[config.mk]
export PLATFORM = sky130hd
export DESIGN_NAME = main_fsm
export DESIGN_NICKNAME = d
export VERILOG_FILES = /design/src/rtl/arm_ctrl_pkg.sv /design/src/rtl/main_fsm_outdec.sv /design/src/rtl/main_fsm.sv
export SDC_FILE = /design/constraint.sdc
export NUM_CORES = 1
export LEC_CHECK = 0
export ABC_AREA = 1
export CORE_AREA = 2 2 39 41
export DETAILED_ROUTE_END_ITERATION = 16
export DIE_AREA = 0 0 41 43
export PLACE_DENSITY = 0.66
export SLEW_MARGIN = 25
export SYNTH_ARGS = -nofsm -noshare
export SYNTH_HDL_FRONTEND = slang
export SYNTH_SLANG_ARGS = --single-unit
export TNS_END_PERCENT = 1
[constraint.sdc]
create_clock -name clk -period 1.6 [get_ports clk]
set_clock_uncertainty 0.05 [all_clocks]
set_input_delay 0.32 -clock clk [delete_from_list [all_inputs] [get_ports clk]]
set_output_delay 0.32 -clock clk [all_outputs]
set_load 0.05 [all_outputs]
[src/rtl/arm_ctrl_pkg.sv]
// Shared types and encodings for the multicycle ARM main controller.
package arm_ctrl_pkg;

  localparam int unsigned NumStates = 10;

  localparam int unsigned IdxFetch    = 0;
  localparam int unsigned IdxDecode   = 1;
  localparam int unsigned IdxMemAdr   = 2;
  localparam int unsigned IdxMemRd    = 3;
  localparam int unsigned IdxMemWb    = 4;
  localparam int unsigned IdxMemWr    = 5;
  localparam int unsigned IdxExecuteR = 6;
  localparam int unsigned IdxExecuteI = 7;
  localparam int unsigned IdxAluWb    = 8;
  localparam int unsigned IdxBranch   = 9;

  typedef enum logic [3:0] {
    StFetch    = 4'(IdxFetch),
    StDecode   = 4'(IdxDecode),
    StMemAdr   = 4'(IdxMemAdr),
    StMemRd    = 4'(IdxMemRd),
    StMemWb    = 4'(IdxMemWb),
    StMemWr    = 4'(IdxMemWr),
    StExecuteR = 4'(IdxExecuteR),
    StExecuteI = 4'(IdxExecuteI),
    StAluWb    = 4'(IdxAluWb),
    StBranch   = 4'(IdxBranch)
  } state_t;

  localparam logic [1:0] AluSrcBRd2  = 2'b00;
  localparam logic [1:0] AluSrcBImm  = 2'b01;
  localparam logic [1:0] AluSrcBFour = 2'b10;

  localparam logic [1:0] ResultAluOut    = 2'b00;
  localparam logic [1:0] ResultData      = 2'b01;
  localparam logic [1:0] ResultAluResult = 2'b10;

  localparam logic [1:0] OpDp  = 2'b00;
  localparam logic [1:0] OpMem = 2'b01;
  localparam logic [1:0] OpBr  = 2'b10;

  typedef struct packed {
    logic       ir_write;
    logic       adr_src;
    logic       alu_src_a;
    logic [1:0] alu_src_b;
    logic       alu_op;
    logic [1:0] result_src;
    logic       next_pc;
    logic       reg_w;
    logic       mem_w;
    logic       branch;
  } ctrl_t;

  localparam ctrl_t CtrlOff = '0;

endpackage

[src/rtl/main_fsm_outdec.sv]
// Combinational Moore decode: current state -> datapath controls.
module main_fsm_outdec
  import arm_ctrl_pkg::*;
(
  input  state_t state_i,
  input  logic   valid_i,
  output ctrl_t  ctrl_o
);

  always_comb begin
    ctrl_o = CtrlOff;
    if (valid_i) begin
      case (state_i)
        StFetch: begin
          ctrl_o.alu_src_a  = 1'b1;
          ctrl_o.alu_src_b  = AluSrcBFour;
          ctrl_o.result_src = ResultAluResult;
          ctrl_o.ir_write   = 1'b1;
          ctrl_o.next_pc    = 1'b1;
        end
        StDecode: begin
          ctrl_o.alu_src_a  = 1'b1;
          ctrl_o.alu_src_b  = AluSrcBFour;
          ctrl_o.result_src = ResultAluResult;
        end
        StMemAdr: ctrl_o.alu_src_b = AluSrcBImm;
        StMemRd:  ctrl_o.adr_src = 1'b1;
        StMemWb: begin
          ctrl_o.result_src = ResultData;
          ctrl_o.reg_w      = 1'b1;
        end
        StMemWr: begin
          ctrl_o.adr_src = 1'b1;
          ctrl_o.mem_w   = 1'b1;
        end
        StExecuteR: ctrl_o.alu_op = 1'b1;
        StExecuteI: begin
          ctrl_o.alu_src_b = AluSrcBImm;
          ctrl_o.alu_op    = 1'b1;
        end
        StAluWb: ctrl_o.reg_w = 1'b1;
        StBranch: begin
          ctrl_o.alu_src_b  = AluSrcBImm;
          ctrl_o.result_src = ResultAluResult;
          ctrl_o.branch     = 1'b1;
        end
        default: ctrl_o = CtrlOff;
      endcase
    end
  end

endmodule

[src/rtl/main_fsm.sv]
// Multicycle ARM main controller FSM (binary or one-hot state register).
// Define ARM_MEMRDY_EN to add MemRdy and stall FETCH/MEMRD/MEMWR on memory wait.
module main_fsm
  import arm_ctrl_pkg::*;
#(
  parameter int unsigned ONEHOT = 0
) (
  input  logic       clk,
  input  logic       reset,
  input  logic [1:0] Op,
  input  logic [5:0] Funct,
`ifdef ARM_MEMRDY_EN
  input  logic       MemRdy,
`endif
  output logic       IRWrite,
  output logic       AdrSrc,
  output logic       ALUSrcA,
  output logic [1:0] ALUSrcB,
  output logic       ALUOp,
  output logic [1:0] ResultSrc,
  output logic       NextPC,
  output logic       RegW,
  output logic       MemW,
  output logic       Branch,
  output logic       IllegalOp,
  output logic [3:0] StateDbg
);

  logic   mem_rdy;
  logic   cur_valid;
  logic   [3:0] cur_idx;
  state_t cur_state;
  state_t next_state;
  logic   illegal;
  ctrl_t  ctrl;

`ifdef ARM_MEMRDY_EN
  assign mem_rdy = MemRdy;
`else
  assign mem_rdy = 1'b1;
`endif

  // Only I and S/L bits of Funct steer the sequence.
  logic unused_funct;
  assign unused_funct = ^Funct[4:1];

  if (ONEHOT != 0) begin : g_onehot
    localparam logic [NumStates-1:0] FetchHot = {{(NumStates - 1){1'b0}}, 1'b1};
    logic [NumStates-1:0] state_d, state_q;
    logic [3:0]           hot_cnt, hot_idx;

    always_comb begin
      hot_cnt = '0;
      hot_idx = '0;
      for (int i = 0; i < NumStates; i++) begin
        if (state_q[i]) begin
          hot_cnt = hot_cnt + 4'd1;
          hot_idx = 4'(i);
        end
      end
    end

    assign cur_valid = (hot_cnt == 4'd1);
    assign cur_idx   = cur_valid ? hot_idx : 4'hf;

    always_comb begin
      state_d             = '0;
      state_d[next_state] = 1'b1;
    end

    always_ff @(posedge clk or posedge reset) begin
      if (reset) state_q <= FetchHot;
      else       state_q <= state_d;
    end
  end else begin : g_binary
    logic [3:0] state_d, state_q;

    assign cur_valid = (state_q < 4'(NumStates));
    assign cur_idx   = state_q;
    assign state_d   = next_state;

    always_ff @(posedge clk or posedge reset) begin
      if (reset) state_q <= StFetch;
      else       state_q <= state_d;
    end
  end

  assign cur_state = state_t'(cur_idx);

  always_comb begin
    next_state = StFetch;
    illegal    = 1'b0;
    if (cur_valid) begin
      case (cur_state)
        StFetch:  next_state = mem_rdy ? StDecode : StFetch;
        StDecode: begin
          case (Op)
            OpDp:    next_state = Funct[5] ? StExecuteI : StExecuteR;
            OpMem:   next_state = StMemAdr;
            OpBr:    next_state = StBranch;
            default: illegal    = 1'b1;
          endcase
        end
        StMemAdr:   next_state = Funct[0] ? StMemRd : StMemWr;
        StMemRd:    next_state = mem_rdy ? StMemWb : StMemRd;
        StMemWr:    next_state = mem_rdy ? StFetch : StMemWr;
        StExecuteR: next_state = StAluWb;
        StExecuteI: next_state = StAluWb;
        default:    next_state = StFetch;
      endcase
    end
  end

  main_fsm_outdec u_outdec (
    .state_i (cur_state),
    .valid_i (cur_valid),
    .ctrl_o  (ctrl)
  );

  // Enables drop while reset is high; the PC advances only on the fetch that completes.
  always_comb begin
    IRWrite   = ctrl.ir_write & mem_rdy & ~reset;
    NextPC    = ctrl.next_pc & mem_rdy & ~reset;
    RegW      = ctrl.reg_w & ~reset;
    MemW      = ctrl.mem_w & ~reset;
    Branch    = ctrl.branch & ~reset;
    IllegalOp = illegal & ~reset;
    AdrSrc    = ctrl.adr_src;
    ALUSrcA   = ctrl.alu_src_a;
    ALUSrcB   = ctrl.alu_src_b;
    ALUOp     = ctrl.alu_op;
    ResultSrc = ctrl.result_src;
    StateDbg  = cur_idx;
  end

endmodule

==> results.cfg, run 1 <==
[outcome]
status = finished with violations
failed_checks = negative setup slack

[final_layout]
fin_nets = 101
largest_reg_flops = 4
fin_util_pct = 68.7
fill_cells = 100
layout_commonest_cell = buf_12
n_antenna_cell = 0
multi_input_area_um2 = 283
final_cell_area_um2 = 951
most-common-layout-cells = buf_12 (17), buf_4 (13), nand2_1 (11), nor2_4 (6), inv_1 (6)
seq_area_um2 = 105
syn_to_final_growth_pct = 170
layout-drive-gt1-share_pct = 66.3

[logic_synthesis]
synthSimpleGateAreaFrac_pct = 48.4
synth_mux_area_share_pct = 0
ys_types = 15
synth_top_family_by_area = simple AND/OR/NAND/NOR gates
yosys_warnings = 0
synthAdderAreaFrac_pct = 0
synth_cells = 53
synth_xor_area_share_pct = 0
syn_nets = 63
synth_seq_area_share_pct = 28.5
synth-compound-area-share_pct = 9.25
synth_area_um2 = 352
syn_avg_cell_area_um2 = 6.63
ys_seq_elements = 4

[cts]
cts_made_buffers = 3
clkLatencyLatePin_ps = 230
root_buffer = clkbuf_4
clockBufferDepth = 2
cts_tree = done
hold_buffers = 0
clk_pin_slew_worst_paths_ps = 40
htreeDepth = 1
clock-sinks = 4

[floorplan]
die_w_um = 41
std_cell_rows = 14
initial_core_util_pct = 25.4
die_y_um = 43
core_um2 = 1380
io_pins = 27
dieArea_um2 = 1760

[global_route]
grt_usage_pct = 16.8
grt_max_degree = 7
overflow = 0
grt_pass1_wl_um = 2060
antenna_found_initial = 0
grt_pass1_vias = 486

[detailed_routing]
drc = 0
drtIter0Drc = 3
routedWlPerCell_um = 11.2
via_per_inst = 4.63
first_pass_iters = 3
drtAntennaViolNets = 0
vias = 486
routed_wirelength_um = 1170

[setup_path]
critPathCaptureType = output pin
start_kind = flip-flop
timing.critical_path.arrival_ps = 1300
reg2regPathDepth = 4
crit_type = flip-flop to output pin
worst-endpoint-required_ps = 1230
critical_path.max_fanout = 5

[timing]
worstMarginPinSlew_ps = 275
setup_viol = 12
drv_slew = 0
slew-limit-headroom_pct = 81.7
rsz0062_at_grt = true
fin_setup_tns_ps = -602
finalWorstPathRequiredPeriod_ps = 1670
fin_crit_sh_pct = 104
fmax_mhz = 600
holdWs_ps = 326
hold_viol_final = 0
layout_setup_ws_ps = -65.6

[run]
maxCapViolCount = 0

[placed_design]
globalplace.congestion = 0.853
place_area_um2 = 830
portBuffers = 22
dp_hpwl_um = 874

[min_path]
hp-class = primary input to async pin
==> repair_timing <==
item,CTS,global route
setup endpoints to repair,13,13
pin swaps,4,2
gates resized for setup,9,1
setup buffers,8,0
==> metal layers <==
| layer | routed length [um] | global-route usage [%] |
|---|---|---|
| met2 | 637 | 26.3 |
| met4 | 25 | 6.67 |
| met5 | 0 | 0 |
| met3 | 37 | 5.24 |
| met1 | 471 | 20.5 |
==> path summary, 6_finish.rpt <==
path | to | startpoint | slack, ps
worst min register to register | StateDbg[0] | StateDbg[0] | 590
max in group asynchronous | StateDbg[1] | reset | 1060
min in group clk | StateDbg[0] | StateDbg[0] | 590
worst min-delay path | StateDbg[3] | reset | 330
worst max register to register | StateDbg[2] | StateDbg[2] | 450
worst max-delay path | MemW | StateDbg[0] | -70
==> Yosys cell counts, drive strengths merged <==
cell / instances / share of area (%)
o21ai: 3 / 6.4
dfrtp: 4 / 28
inv: 9 / 9.6
nand3: 8 / 13
nor2: 10 / 17
a21oi: 2 / 2.8
nor3: 1 / 1.4
buf: 2 / 4.3
nand2: 14 / 17
==> stage by stage <==
step           instances  setup WS, ps
6_report             105         -65.6
5_1_grt              105          -124
4_1_cts              105         -60.9
3_5_place_dp          94          -195
3_3_place_gp          94          -189
2_1_floorplan         53          -192
==> worst max-delay path, stage by stage (launching register included) <==
cell     delay, ps
dfrtp_2        410
inv_2           60
nor2_4         190
nand2_1        120
nor2_2         140
buf_12         150
==> layout make-up <==
class	instances	area share, %
Tap cell	16	2.11
Clock buffer	3	2.37
Sequential cell	4	11.1
Timing Repair Buffer	35	51.2
Inverter	9	3.55
Multi-Input combinational cell	38	29.7
==> logic make-up (layout without fill, tap and decap cells) <==
| family | Yosys count | in the layout |
|---|---|---|
| simple gates | 33 | 33 |
| buf+inv | 11 | 47 |
| compound gates | 5 | 5 |
| flops | 4 | 4 |
Power of run 1 is not shown: default switching activity piles up to over one toggle a cycle in this logic, so the estimate is an artifact.
==> run 2: changes to the inputs <==
- CAP_MARGIN: unset -> 30
==> results of run 2 <==
Same layout as run 1: the final DEF is identical, and so are final timing and power.
Power of run 2 is left out for the same reason.
==> run 3: changes to the inputs <==
- GPL_ROUTABILITY_DRIVEN: unset -> 0
- HOLD_SLACK_MARGIN: unset -> 0.1
==> results of run 3 <==
Same layout as run 1: the final DEF is identical, and so are final timing and power.
Power of run 3 is left out for the same reason.
